==> config.mk <==
export PLATFORM = sky130hd
export DESIGN_NAME = mem_ahb_master
export DESIGN_NICKNAME = d
export VERILOG_FILES = /design/src/rtl/mips_ahb_pkg.sv /design/src/rtl/mem_ahb_master_load_formatter.sv /design/src/rtl/mem_ahb_master.sv
export SDC_FILE = /design/constraint.sdc
export NUM_CORES = 1
export LEC_CHECK = 0
export CAP_MARGIN = 0
export CORE_MARGIN = 2
export CORE_UTILIZATION = 40
export DETAILED_ROUTE_END_ITERATION = 10
export PLACE_DENSITY_LB_ADDON = 0.05
export SYNTH_ARGS = -nofsm -noshare
export SYNTH_HDL_FRONTEND = slang
export SYNTH_SLANG_ARGS = --single-unit
==> constraint.sdc <==
create_clock -name clk -period 2.9 [get_ports clk]
set_input_delay 0.725 -clock clk [delete_from_list [all_inputs] [get_ports clk]]
set_output_delay 0.725 -clock clk [all_outputs]
set_load 0.1 [all_outputs]
==> src/rtl/mips_ahb_pkg.sv <==
//------------------------------------------------------------------------------
// Module      : mips_ahb_pkg
// Description : Shared AHB-Lite encodings, ByteControl codes and the FSM state
//               type for the MIPS_AHB memory-stage data master.
// Revision    : 1.0 - initial release
//------------------------------------------------------------------------------
`default_nettype none

package mips_ahb_pkg;

   // AHB-Lite transfer types used by a single-transfer master
   localparam logic [1:0] C_HTRANS_IDLE   = 2'b00;
   localparam logic [1:0] C_HTRANS_NONSEQ = 2'b10;

   // AHB-Lite transfer sizes
   localparam logic [2:0] C_HSIZE_BYTE = 3'b000;
   localparam logic [2:0] C_HSIZE_HALF = 3'b001;
   localparam logic [2:0] C_HSIZE_WORD = 3'b010;

   // Only single transfers are ever issued
   localparam logic [2:0] C_HBURST_SINGLE = 3'b000;

   // Pipeline ByteControl encoding (2'b11 behaves as word)
   localparam logic [1:0] C_BC_WORD = 2'b00;
   localparam logic [1:0] C_BC_HALF = 2'b01;
   localparam logic [1:0] C_BC_BYTE = 2'b10;

   typedef enum logic [1:0] {
      ST_IDLE   = 2'b00,
      ST_DPHASE = 2'b01,
      ST_ERR    = 2'b10
   } state_e;

   // Map the pipeline access width onto an AHB HSIZE code
   function automatic logic [2:0] bc_to_hsize(input logic [1:0] bc);
      case (bc)
         C_BC_HALF: bc_to_hsize = C_HSIZE_HALF;
         C_BC_BYTE: bc_to_hsize = C_HSIZE_BYTE;
         default:   bc_to_hsize = C_HSIZE_WORD;
      endcase
   endfunction

endpackage

`default_nettype wire

==> src/rtl/mem_ahb_master_load_formatter.sv <==
//------------------------------------------------------------------------------
// Module      : load_formatter
// Description : Extracts a little-endian byte/half/word lane from HRDATA and
//               sign- or zero-extends it to 32 bits.
// Revision    : 1.0 - initial release
//------------------------------------------------------------------------------
`default_nettype none

module load_formatter
   import mips_ahb_pkg::*;
(
   input  logic [31:0] hrdata_i,
   input  logic [1:0]  offset_i,
   input  logic [2:0]  size_i,
   input  logic        unsigned_i,
   output logic [31:0] result_o
);

   logic [7:0]  w_byte;
   logic [15:0] w_half;

   // Lane select followed by extension according to the access size
   always_comb begin
      case (offset_i)
         2'd0:    w_byte = hrdata_i[7:0];
         2'd1:    w_byte = hrdata_i[15:8];
         2'd2:    w_byte = hrdata_i[23:16];
         default: w_byte = hrdata_i[31:24];
      endcase
      w_half = offset_i[1] ? hrdata_i[31:16] : hrdata_i[15:0];
      case (size_i)
         C_HSIZE_BYTE: result_o = {{24{w_byte[7] & ~unsigned_i}}, w_byte};
         C_HSIZE_HALF: result_o = {{16{w_half[15] & ~unsigned_i}}, w_half};
         default:      result_o = hrdata_i;
      endcase
   end

endmodule

`default_nettype wire

==> src/rtl/mem_ahb_master.sv <==
//------------------------------------------------------------------------------
// Module      : mem_ahb_master
// Description : M-stage AHB-Lite data master. Issues one single transfer per
//               load/store, completes the data phase while the instruction is
//               in W, and stalls the pipeline on wait states and errors.
// Revision    : 1.0 - initial release
//------------------------------------------------------------------------------
`default_nettype none

module mem_ahb_master
   import mips_ahb_pkg::*;
(
   input  logic        clk,
   input  logic        rst_n,
   input  logic        EN_M,
   input  logic        MemRead_M,
   input  logic        MemWrite_M,
   input  logic [1:0]  ByteControl_M,
   input  logic        LoadUnsigned_M,
   input  logic [31:0] ALU_result_M,
   input  logic [31:0] WriteData_M,
   output logic [31:0] HADDR,
   output logic [1:0]  HTRANS,
   output logic        HWRITE,
   output logic [2:0]  HSIZE,
   output logic [2:0]  HBURST,
   output logic [31:0] HWDATA,
   input  logic [31:0] HRDATA,
   input  logic        HREADY,
   input  logic        HRESP,
   output logic        Stall_M,
   output logic [31:0] ReadData_W,
   output logic        BusError,
   output logic        Misaligned_M
);

   state_e      state_q, state_d;
   logic        issued_q, issued_d;
   logic        wr_q;
   logic [2:0]  size_q;
   logic [1:0]  off_q;
   logic        lu_q;
   logic [31:0] hwdata_q;
   logic [31:0] rd_hold_q;
   logic        bus_err_q;

   logic        w_misaligned;
   logic        w_req;
   logic        w_err_first;
   logic        w_nonseq;
   logic        w_accept;
   logic        w_load_done;
   logic        w_err_done;
   logic [2:0]  w_hsize;
   logic [31:0] w_wdata_rep;
   logic [31:0] w_fmt;

   // Request qualification and address-phase control, all from M-stage inputs
   always_comb begin
      w_hsize      = bc_to_hsize(ByteControl_M);
      w_misaligned = ((w_hsize == C_HSIZE_HALF) & ALU_result_M[0]) |
                     ((w_hsize == C_HSIZE_WORD) & (|ALU_result_M[1:0]));
      w_req        = (MemRead_M | MemWrite_M) & ~w_misaligned & ~issued_q;
      // First error cycle cancels any overlapping request so it reissues later
      w_err_first  = (state_q == ST_DPHASE) & HRESP & ~HREADY;
      w_nonseq     = rst_n & w_req & (state_q != ST_ERR) & ~w_err_first;
      w_accept     = w_nonseq & HREADY;
      w_load_done  = (state_q == ST_DPHASE) & HREADY & ~HRESP & ~wr_q;
      w_err_done   = (state_q == ST_ERR) & HREADY;
      case (w_hsize)
         C_HSIZE_BYTE: w_wdata_rep = {4{WriteData_M[7:0]}};
         C_HSIZE_HALF: w_wdata_rep = {2{WriteData_M[15:0]}};
         default:      w_wdata_rep = WriteData_M;
      endcase
   end

   // Next-state for the transfer FSM and the one-transfer-per-instruction flag
   always_comb begin
      state_d = state_q;
      case (state_q)
         ST_IDLE: begin
            if (w_accept) state_d = ST_DPHASE;
         end
         ST_DPHASE: begin
            if (HREADY)     state_d = w_accept ? ST_DPHASE : ST_IDLE;
            else if (HRESP) state_d = ST_ERR;
         end
         ST_ERR: begin
            if (HREADY) state_d = ST_IDLE;
         end
         default: state_d = ST_IDLE;
      endcase
      if (EN_M)          issued_d = 1'b0;
      else if (w_accept) issued_d = 1'b1;
      else               issued_d = issued_q;
   end

   // FSM state, data-phase attributes, store data and load-data hold register
   always_ff @(posedge clk or negedge rst_n) begin
      if (!rst_n) begin
         state_q   <= ST_IDLE;
         issued_q  <= 1'b0;
         wr_q      <= 1'b0;
         size_q    <= C_HSIZE_BYTE;
         off_q     <= 2'b00;
         lu_q      <= 1'b0;
         hwdata_q  <= 32'h0;
         rd_hold_q <= 32'h0;
         bus_err_q <= 1'b0;
      end else begin
         state_q   <= state_d;
         issued_q  <= issued_d;
         bus_err_q <= w_err_done;
         if (w_accept) begin
            wr_q     <= MemWrite_M;
            size_q   <= w_hsize;
            off_q    <= ALU_result_M[1:0];
            lu_q     <= LoadUnsigned_M;
            hwdata_q <= w_wdata_rep;
         end
         if (w_load_done) rd_hold_q <= w_fmt;
      end
   end

   load_formatter u_load_formatter (
      .hrdata_i   (HRDATA),
      .offset_i   (off_q),
      .size_i     (size_q),
      .unsigned_i (lu_q),
      .result_o   (w_fmt)
   );

   assign HADDR        = ALU_result_M;
   assign HTRANS       = w_nonseq ? C_HTRANS_NONSEQ : C_HTRANS_IDLE;
   assign HWRITE       = rst_n & MemWrite_M;
   assign HSIZE        = rst_n ? w_hsize : C_HSIZE_BYTE;
   assign HBURST       = C_HBURST_SINGLE;
   assign HWDATA       = hwdata_q;
   assign Stall_M      = ((state_q == ST_DPHASE) & ~HREADY) | (state_q == ST_ERR);
   assign ReadData_W   = w_load_done ? w_fmt : rd_hold_q;
   assign BusError     = bus_err_q;
   assign Misaligned_M = w_misaligned;

endmodule

`default_nettype wire

==> After elaboration in Yosys (flattened, before gate mapping) <==
Cells that the tools add are included.
{ "op_classes": {"eq_ne": 13, "muxes": 16, "n_bitwise": 28, "reduce_logical": 7} }
{ "ops": {"columns": ["cell", "n"], "rows": [
  ["32-bit case mux with 2 select lines", 2],
  ["32-bit 2-to-1 mux", 1],
  ["8-bit case mux with 3 select lines", 1],
  ["1-bit bitwise AND", 18],
  ["16-bit 2-to-1 mux", 1],
  ["2-bit 2-to-1 mux", 5],
  ["1-bit NOT", 7],
  ["2-bit by 1-bit equality test with 1-bit output (second input constant)", 3],
  ["2-bit equality test (second input constant)", 3],
  ["3-bit by 1-bit equality test with 1-bit output (second input constant)", 2],
  ["3-bit logical NOT", 2],
  ["2-bit != test (second input constant)", 3],
  ["2-bit case mux with 3 select lines", 1],
  ["2-bit logical NOT", 2],
  ["2-bit case mux with 2 select lines", 1],
  ["3-bit by 2-bit equality test with 1-bit output (second input constant)", 1],
  ["1-bit 2-to-1 mux", 3],
  ["3-bit 2-to-1 mux", 1],
  ["3-bit != test (second input constant)", 1],
  ["1-bit OR", 3],
  ["3-bit AND reduction", 1],
  ["2-bit nonzero test", 1],
  ["2-bit OR reduction", 1]
]} }
{ "word_totals": {"ff_bits": 75, "inputBits": 106, "out_inout_bits": 108, "wordCells": 73} }

==> Depth between registers and ports, before layout <==
Gate-level depths: netlist (run 1).
{ "logic_depth": {"ltp_word": 15, "depth_mapped": 8} }

==> Modules after synthesis <==
From an unflattened synthesis (run 1), not the netlist that was laid out.
{ "hier_totals": {"hier_cells": 374, "hier_area_um2": 4449.3} }
{ "modules_own_cells": {"columns": ["mod", "n_inst", "cells_per_inst", "area_per_inst_um2"], "rows": [
  ["mem_ahb_master", 1, 267, 3689.8],
  ["load_formatter", 1, 107, 759.5]
]} }

==> Worst setup path before layout (run 1) <==
No wires, ideal clock.
{ "synth_timing": {"path_kind": "input port to output port", "startpoint": "input HRESP", "endpoint": "output ReadData_W[0]", "arrival_ns": 3.550, "path_slack_ns": -1.375, "path_stages": 4, "path_cell_list": "nor2_1 nand3_1 clkbuf_1 o31ai_1"} }
{ "synth_via": {"elab_chain_cells": 4} }
{ "synth_rtl": {"columns": ["item", "line_no", "source"], "rows": [
  ["from (decl)", "mem_ahb_master.sv:30", "input logic HRESP,"],
  ["1-bit NOT", "mem_ahb_master.sv:68", "w_load_done = (state_q == ST_DPHASE) & HREADY & ~HRESP & ~wr_q;"],
  ["1-bit bitwise AND (2 in a row)", "mem_ahb_master.sv:68", null],
  ["32-bit 2-to-1 mux", null, null],
  ["to (decl)", "mem_ahb_master.sv:32", "output logic [31:0] ReadData_W,"]
]} }
Every way passes these cells.

==> Worst setup path in the final report (run 1) <==
{ "layout_timing": {"startpoint": "input HRDATA[31]", "endpoint": "output ReadData_W[15]"} }
{ "layout_via": {"elab_chain_cells": 4} }
{ "layout_rtl": {"columns": ["item", "line_no", "source"], "rows": [
  ["from (decl)", "mem_ahb_master.sv:28", "input logic [31:0] HRDATA,"],
  ["8-bit case mux with 3 select lines", "mem_ahb_master_load_formatter.sv:24", "case (offset_i)"],
  ["1-bit bitwise AND", "mem_ahb_master_load_formatter.sv:32", "C_HSIZE_BYTE: result_o = {{24{w_byte[7] & ~unsigned_i}}, w_byte};"],
  ["32-bit case mux with 2 select lines *", "mem_ahb_master_load_formatter.sv:31", "case (size_i)"],
  ["32-bit 2-to-1 mux *", null, null]
]} }
Every way passes the cells marked *; elsewhere a longest branch is shown, timed or not.

==> results_dict.tcl, run 1 <==
set metrics [dict create \
    vias 3606 \
    clk_path_buf_depth 2 \
    drtIter0Drc 96 \
    cp.required_ns 2.17 \
    path_clk_slew_ns 0.09 \
    rsz0062_at_grt "true" \
    ioPinCount 214 \
    status "finished, final reports clean" \
    cp_slowest_stage_delay_ns 0.51 \
    crit_family "multiplexers" \
    yosys_warnings 0 \
    ant_nets 0 \
    antenna_found_initial 1 \
    synth_ff_type "dfrtp_1" \
    routed_wl_mm 12.75 \
    num-fill-cells 832 \
    first_global_vias 3857 \
    critPathBufInv 3 \
    ys_ff_latch 74 \
    path_common_cell "buf_12" \
    fin_skew_ns 0.01302 \
    cts_sinks 74 \
    yosys.area.top_type "dfrtp_1" \
    worst_r2r_path_depth 6 \
    core_sq_um 10180 \
    setup_tns_ns 0 \
    vdd_drop_max_mv 0.7935 \
    synth_cell_types 42 \
    reg2reg_to "HWDATA[15]" \
    cp.arrival_ns 2.14 \
    crit_slowest_cell "mux4_2" \
    viasPerCell 5.295 \
    mappedNetlistArea_sq_um 4143 \
    r2r_start "state_q[1]" \
    ys_seq_area_share_pct 44.70 \
    drv_cap 0 \
    cts_tree "built" \
    portBuffers 148 \
    setup_viol 0 \
    drv_slew 0 \
    netlist_instances 400 \
    area_growth_pct 59.89 \
    hold_violations 0 \
    syn_avg_cell_area_sq_um 10.36 \
    tightest_slew_ns 0.5984 \
    grt_overflow 0 \
    async_flop_share_pct 100.0 \
    crit_fanout 8 \
    start_kind "input port" \
    layout_commonest_cell "dfrtp_1" \
    utilization_pct 65.04 \
    cellPowerDensity_nw_per_um2 1238 \
    htree_levels 3 \
    critPathCaptureType "output port" \
    die_w_um 105.8 \
    path_class "input port to output port" \
    ff2ff_setup_slack_ns 1.08 \
    crit_path_start "HRDATA[31]" \
    power_mw 8.197 \
    die_h_um 105.8 \
    hpwl_mm 8.982 \
    grt_pass1_wl_mm 20.58 \
    fp-row-count 37 \
    drtPass1Iterations 5 \
    avgRoutedWirePerCell_um 18.72 \
    ys_top_cells_by_area "dfrtp_1 45%, mux2_2 13%, buf_4 6.9%" \
    drc 0 \
    seqCellArea_sq_um 1854 \
    dieArea_sq_um 11190 \
    drive_gt1_share_pct 43.38 \
    start_util_pct 40.68 \
    cp_cell_sequence "buf_2 > mux4_2 > nand2b_4 > o21a_1 > buf_12 > a31oi_4 > buf_12" \
    power.leakage_nw 2.973 \
    grt_max_degree 35 \
    fmax_ghz 0.3490 \
    grt_usage_pct 23.64 \
    yosys.area.top_type_share_pct 44.70 \
    layout_common_cells "72 x dfrtp_1, 69 x buf_4, 66 x clkdlybuf4s50_1" \
    cts_buffers 9 \
    slew-limit-headroom_pct 60.02 \
    synth_edf_count 0 \
    nets 649 \
    hold_class "input port to asynchronous set/reset pin" \
    insertion_delay_ns 0.36 \
    cts-root-buf "clkbuf_8" \
    gp_congestion 0.8467 \
    min_period_ns 2.865 \
    fin_crit_sh_pct 98.79 \
    multi_input_area_sq_um 2203 \
]
-- final cells by class --
class / count / area share, %
timing repair buffer: 191 / 33.08
sequential: 74 / 27.99
tap: 136 / 2.569
inverter: 5 / 0.2833
clock buffer: 10 / 1.927
antenna: 1 / 0.03778
multi-input combinational: 259 / 33.26
clock inverter: 5 / 0.8500
-- report_power, final --
part	switching (mW)	internal, mW	total, mW
clock	0.405	0.392	0.797
combinational	3.98	1.81	5.80
sequential	0.174	1.43	1.60
-- worst max path at each step --
stage / to / slack, ns / cells after the start
floorplan: ReadData_W[10] / -0.14 / 4
global placement: ReadData_W[18] / -0.28 / 6
detailed placement: ReadData_W[19] / -0.29 / 6
CTS: HTRANS[1] / 0.002 / 7
global route: ReadData_W[15] / -0.03 / 6
finish: ReadData_W[15] / 0.04 / 7
-- routing by layer --
layer	wire length, um	vias to the layer above	track usage (%)
met5	0	-	0
met4	378	0	8.459
met1	4983	1743	27.90
li1	-	1661	-
met2	6375	168	40.46
met3	1008	34	7.421
-- flip-flops by register name, summed over array words and instances, names as in the netlist --
name / flops
size_q: 2
state_q: 2
HWDATA: 32
lu_q: 1
rd_hold_q: 32
BusError: 1
issued_q: 1
wr_q: 1
off_q: 2
-- stage by stage --
stage	hold slack, ns	worst slack (ns)	area, sq um	std cells
4_1_cts	0.3858	0.001844	6579	676
3_5_place_dp	0.4529	-0.2942	6185	658
6_report	0.4013	0.03501	6624	681
5_1_grt	0.4036	-0.02759	6624	681
3_3_place_gp	0.4243	-0.2752	6185	658
2_1_floorplan	0.4140	-0.1408	4338	404
-- Yosys cell counts (2+ instances only) --
library cell	n
dfrtp_1	74
mux2_2	46
nand2_1	40
buf_4	38
nand3_1	25
a21oi_1	19
nor2_1	16
a22oi_1	15
a22o_1	14
o21ai_0	12
clkbuf_1	11
nand3_2	10
buf_2	8
nor2b_1	7
a311oi_1	6
buf_6	6
mux2i_1	6
o31ai_1	6
or3_1	6
and2_1	4
buf_1	4
inv_1	4
ha_1	3
or2_0	2
-- cells by family after synthesis --
family | Yosys count | synth area share [%]
muxes | 54 | 14.77
and+or+nand+nor | 117 | 14.89
DFF | 74 | 44.70
AOI/OAI and AO/OA | 79 | 13.35
other | 1 | 0.09052
adders and majority gates | 3 | 0.9062
buffers and inverters | 72 | 11.30
-- repair_timing --
item | in CTS | in global routing
buffers inserted | 1 | 4
endpoints found under the hold margin | 0 | 0
setup endpoints to repair | 34 | 27
hold buffers | 0 | 0
resized for setup | 51 | 6
cloned | 2 | 0
pin swaps | 9 | 2
Power figures use the tool's default switching activity.
==> run 2, diff against run 1 <==
--- a/config.mk
+++ b/config.mk
@@ -6,6 +6,7 @@
 export NUM_CORES = 1
 export LEC_CHECK = 0
 export CAP_MARGIN = 0
+export CORE_ASPECT_RATIO = 0.75
 export CORE_MARGIN = 2
 export CORE_UTILIZATION = 40
 export DETAILED_ROUTE_END_ITERATION = 10
==> run 2 against run 1 <==
  * Global-route usage shrank 1.0 points
  * Clock skew shrank 0.0063 ns
  * Combinational power shrank 2%
  * Flip-flop and latch count is the same
  * Non-clock buffer count shrank 11
  * Sequential share of layout area grew 0.25 points
  * Hold slack lost 0.18 ns
  * Final cell count shrank 1.9%
  * First-iteration DRC count grew to 2.5 times the previous value
  * Sequential power is essentially flat
  * Register-to-register slack gained 0.04 ns
  * Largest power group unchanged
==> results_dict.tcl, run 2 (same netlist as run 1, synthesis figures left out) <==
set metrics [dict create \
    cts_sinks 74 \
    grt_overflow 0 \
    postCtsHoldBufs 0 \
    rsz0062_at_grt "true" \
    power.leakage_nw 2.955 \
    portBuffers 148 \
    drtIter0Drc 243 \
    layout_common_cells "73 x dfrtp_1, 67 x clkdlybuf4s50_1, 58 x buf_4" \
    slew-limit-headroom_pct 59.32 \
    first_global_vias 3501 \
    core_sq_um 10170 \
    drive_gt1_share_pct 42.11 \
    antenna_found_initial 0 \
    hpwl_mm 8.940 \
    vias 3491 \
    die_w_um 121.5 \
    swShare_pct 54.48 \
    status "finished, final reports clean" \
    power.internal_mw 3.767 \
    fmax_ghz 0.3482 \
    start_kind "input port" \
    cts-root-buf "clkbuf_16" \
    grt_usage_pct 22.64 \
    cts_tree "built" \
    num-fill-cells 828 \
    switchingPower_mw 4.508 \
    path_class "input port to output port" \
    clk_path_buf_depth 2 \
    dieArea_sq_um 11200 \
    insertion_delay_ns 0.33 \
    cp.required_ns 2.17 \
    start_util_pct 40.74 \
    utilization_pct 64.51 \
    ioPinCount 214 \
    grt_pass1_wl_mm 19.09 \
    htree_levels 3 \
    setup_tns_ns 0 \
    crit_fanout 28 \
    die_h_um 92.14 \
    critPathCaptureType "output port" \
    drv_cap 0 \
    min_period_ns 2.872 \
    fin_crit_sh_pct 99.03 \
    fin_skew_ns 0.006711 \
    hold_ws_ns 0.2197 \
    ant_nets 0 \
    avgRoutedWirePerCell_um 18.65 \
    grt_max_degree 53 \
    setup_viol 0 \
    drv_slew 0 \
    p_clk_share_pct 12.0 \
    cts_buffers 9 \
    fp-row-count 32 \
    cellPowerDensity_nw_per_um2 1261 \
    viasPerCell 5.226 \
    area_growth_pct 58.35 \
    insertedDiodeCount 0 \
    power.share.combinational_pct 68.5 \
    routed_wl_mm 12.46 \
    nets 638 \
    layout_commonest_cell "dfrtp_1" \
    hold_class "input port to asynchronous set/reset pin" \
    cp.arrival_ns 2.15 \
    drc 0 \
    vdd_drop_max_mv 0.7480 \
    seq_power_share_pct 19.5 \
    gp_congestion 0.8845 \
    path_clk_slew_ns 0.06 \
    tightest_slew_ns 0.6090 \
    drtPass1Iterations 4 \
    hold_violations 0 \
]
-- run 2: changes by cell type in the layout (fill, tap and decap cells not counted), sizes merged --
cell / delta
bufinv: -1
clkbuf: +4
clkdlybuf4s50: +1
diode: -1
buf: -15
clkinv: -1
bufbuf: +1
dlymetal6s2s: -1
-- run 2: final timing paths --
path,endpoint,slack (ns),depth (start not counted),start
worst max-delay path,HSIZE[1],0.03,6,ByteControl_M[0]
worst min-delay path,rd_hold_q[13],0.22,1,rst_n
worst max register to register,HWDATA[24],1.12,6,state_q[1]
worst min register to register,state_q[0],0.46,1,state_q[1]
max in group asynchronous,size_q[1],2.17,2,rst_n
min in group clk,state_q[0],0.46,1,state_q[1]
-- run 2: timing repair --
item / in CTS / in global routing
endpoints found under the setup margin: 34 / 23
setup buffers: 1 / 0
gates resized for setup: 22 / 14
pin swaps: 7 / 3
gates cloned: 3 / 0
-- run 2: area by class of cell --
| cell class | instances | area [sq um] | share of cell area, % |
|---|---|---|---|
| Clock buffer | 11 | 242.7 | 3.700 |
| Clock inverter | 3 | 17.52 | 0.2670 |
| Inverter | 5 | 18.77 | 0.2861 |
| Multi-Input combinational cell | 259 | 2125 | 32.39 |
| Sequential cell | 74 | 1853 | 28.25 |
| Tap cell | 136 | 170.2 | 2.594 |
| Timing Repair Buffer | 180 | 2133 | 32.52 |
-- run 2: stage by stage --
stage	area, sq um	power [mW]	setup WS, ns	cells
after detailed placement	6137	7.230	-0.2974	650
after global routing	6560	8.572	-0.02854	668
final	6560	8.275	0.02809	668
after floorplan	4338	5.663	-0.1408	404
after CTS	6528	8.294	0.001447	668
after global placement	6137	7.183	-0.2761	650
-- run 2: per-layer routing --
| metal | part of all wire [%] | up-vias | GRT usage, % | routed length (um) |
|---|---|---|---|---|
| li1 | - | 1641 | - | - |
| met1 | 46 | 1691 | 32.57 | 5705 |
| met2 | 45 | 123 | 32.40 | 5551 |
| met3 | 7.3 | 36 | 6.032 | 907 |
| met4 | 2.3 | 0 | 8.525 | 292 |
| met5 | 0 | - | 0 | 0 |
-- run 2: power by group through the flow --
| stage | clock (mW) | combinational [mW] | sequential, mW |
|---|---|---|---|
| floorplan | 0 | 3.01 | 2.66 |
| global placement | 0 | 5.58 | 1.61 |
| detailed placement | 0 | 5.61 | 1.62 |
| CTS | 1.03 | 5.65 | 1.61 |
| global route | 1.08 | 5.84 | 1.66 |
| finish | 0.996 | 5.66 | 1.61 |
-- run 2: critical path, cell delays in order --
cell and delay, ns:
clkdlybuf4s50_1 0.47, inv_1 0.07, ha_4 0.29, buf_8 0.20
and2_1 0.20, buf_12 0.18
==> run 3, diff against run 2 <==
--- a/config.mk
+++ b/config.mk
@@ -7,9 +7,9 @@
 export LEC_CHECK = 0
 export CAP_MARGIN = 0
 export CORE_ASPECT_RATIO = 0.75
-export CORE_MARGIN = 2
 export CORE_UTILIZATION = 40
 export DETAILED_ROUTE_END_ITERATION = 10
+export MAX_ROUTING_LAYER = met4
 export PLACE_DENSITY_LB_ADDON = 0.05
 export SYNTH_ARGS = -nofsm -noshare
 export SYNTH_HDL_FRONTEND = slang
==> run 3 against run 2 <==
  * Die area shrank 3.8%
  * First-iteration DRC count grew 0.41%
  * Largest cell class is now multi-input gates
  * Highest routed layer unchanged
  * Largest power group unchanged
  * Critical path depth grew 1
  * Clock-buffer cell count is the same
  * Register-to-register slack lost 0.06 ns
==> results_dict.tcl, run 3 (same netlist as run 1, synthesis figures left out) <==
set metrics [dict create \
    status "finished, final reports clean" \
    hold_class "input port to asynchronous set/reset pin" \
    power_mw 8.636 \
    grt_usage_pct 25.07 \
    dieArea_sq_um 10770 \
    seqCellArea_sq_um 1854 \
    p_clk_share_pct 14.9 \
    cp.arrival_ns 2.12 \
    clk_path_buf_depth 2 \
    crit_fanout 8 \
    routed_wl_mm 12.74 \
    hpwl_mm 9.173 \
    setup_viol 0 \
    cts-root-buf "clkbuf_16" \
    die_h_um 90.14 \
    crit_path_start "HRDATA[15]" \
    reg2reg_to "rd_hold_q[30]" \
    hold_violations 0 \
    fmax_ghz 0.3509 \
    critPathCaptureType "output port" \
    layout_commonest_cell "dfrtp_1" \
    r2r_start "off_q[1]" \
    cellPowerDensity_nw_per_um2 1292 \
    drv_slew 0 \
    drtIter0Drc 244 \
    insertion_delay_ns 0.33 \
    fin_crit_sh_pct 98.26 \
    cts_tree "built" \
    num-fill-cells 762 \
    grt_overflow 0 \
    portBuffers 148 \
    ioPinCount 214 \
    layout_common_cells "72 x dfrtp_1, 66 x clkdlybuf4s50_1, 58 x buf_4" \
    power.internal_mw 4.064 \
    drive_gt1_share_pct 42.00 \
    core_sq_um 9852 \
    area_growth_pct 61.40 \
    path_clk_slew_ns 0.06 \
    htree_levels 3 \
    cts_buffers 9 \
    fp-row-count 31 \
    hold_ws_ns 0.4027 \
    power.share.combinational_pct 66.3 \
    start_util_pct 42.05 \
    tightest_slew_ns 0.6562 \
    first_global_vias 3510 \
    power.leakage_nw 2.986 \
    swShare_pct 52.94 \
    drtPass1Iterations 5 \
    nets 636 \
    grt_pass1_wl_mm 19.89 \
    crit_end "ReadData_W[15]" \
    drv_cap 0 \
    insertedDiodeCount 0 \
    switchingPower_mw 4.572 \
    cts_sinks 74 \
    path_class "input port to output port" \
    worst_r2r_path_depth 5 \
    gp_congestion 0.8894 \
    viasPerCell 5.465 \
    cp.required_ns 2.17 \
    min_period_ns 2.850 \
    rsz0062_at_grt "true" \
    ant_nets 0 \
    multi_input_area_sq_um 2220 \
    grt_max_degree 34 \
    start_kind "input port" \
    avgRoutedWirePerCell_um 19.21 \
    slew-limit-headroom_pct 56.16 \
    fin_skew_ns 0.008400 \
    postCtsHoldBufs 0 \
    antenna_found_initial 0 \
    seq_power_share_pct 18.8 \
    vdd_drop_max_mv 0.9533 \
    drc 0 \
    die_w_um 119.5 \
    ff2ff_setup_slack_ns 1.06 \
    vias 3623 \
]
run 3: cell count changes in the layout (fill, tap and decap cells not counted), moves of 3 or more:
cell / before / now
buf_2: 0 / 4
clkbuf_2: 4 / 0
nand3_4: 2 / 10
bufinv_16: 0 / 3
nand3_2: 16 / 8
a21oi_2: 7 / 1
a21oi_4: 3 / 9
run 3: worst max-delay path, stage by stage:
cell	delay, ns
buf_2	0.12
mux4_2	0.51
nand2b_4	0.13
o21a_1	0.18
buf_12	0.17
a31oi_4	0.11
buf_12	0.18
run 3: per-layer routing:
| layer | global-route usage [%] | vias to the layer above | part of all wire, % |
|---|---|---|---|
| met4 | 8.542 | 0 | 2.4 |
| met3 | 4.695 | 36 | 6.4 |
| li1 | - | 1638 | - |
| met2 | 35.74 | 143 | 46 |
| met5 | - | - | 0 |
| met1 | 35.49 | 1806 | 45 |
run 3: repair_timing:
| action | in CTS | in global routing |
|---|---|---|
| endpoints found under the setup margin | 34 | 30 |
| gates cloned | 2 | 0 |
| setup buffers | 2 | 0 |
| pin swaps | 9 | 1 |
| resized for setup | 51 | 7 |
run 3: worst min path at each step:
stage,start,endpoint,slack [ns]
global placement,state_q[1],state_q[0],0.42
finish,rst_n,rd_hold_q[13],0.40
detailed placement,state_q[1],state_q[0],0.44
global route,rst_n,rd_hold_q[13],0.42
floorplan,state_q[1],state_q[0],0.41
CTS,rst_n,rd_hold_q[13],0.40
run 3: area by class of cell:
type                       instances  share of cell area, %
multi-input combinational        259                  33.20
clock inverter                     4                  1.478
clock buffer                      11                  3.630
tap                              132                  2.470
timing repair buffer             178                  31.16
inverter                           5                 0.3368
sequential                        74                  27.73
run 3: power groups by stage:
stage,Clock [mW],Combinational [mW],Sequential (mW)
2_1_floorplan,0,3.01,2.66
3_3_place_gp,0,5.54,1.61
3_5_place_dp,0,5.58,1.62
4_1_cts,1.31,5.73,1.62
5_1_grt,1.36,5.89,1.67
6_report,1.28,5.73,1.63
run 3: through the flow:
stage	std cells	util, %	setup slack [ns]	TNS [ns]	area, sq um
6_report	663	67.87	0.05041	0	6686
5_1_grt	663	67.87	-0.002710	-0.002710	6686
4_1_cts	663	67.68	0.0005667	0	6668
3_5_place_dp	644	61.91	-0.2861	-6.604	6100
3_3_place_gp	644	61.91	-0.2749	-6.076	6100
2_1_floorplan	404	-	-0.1408	-0.9922	4338
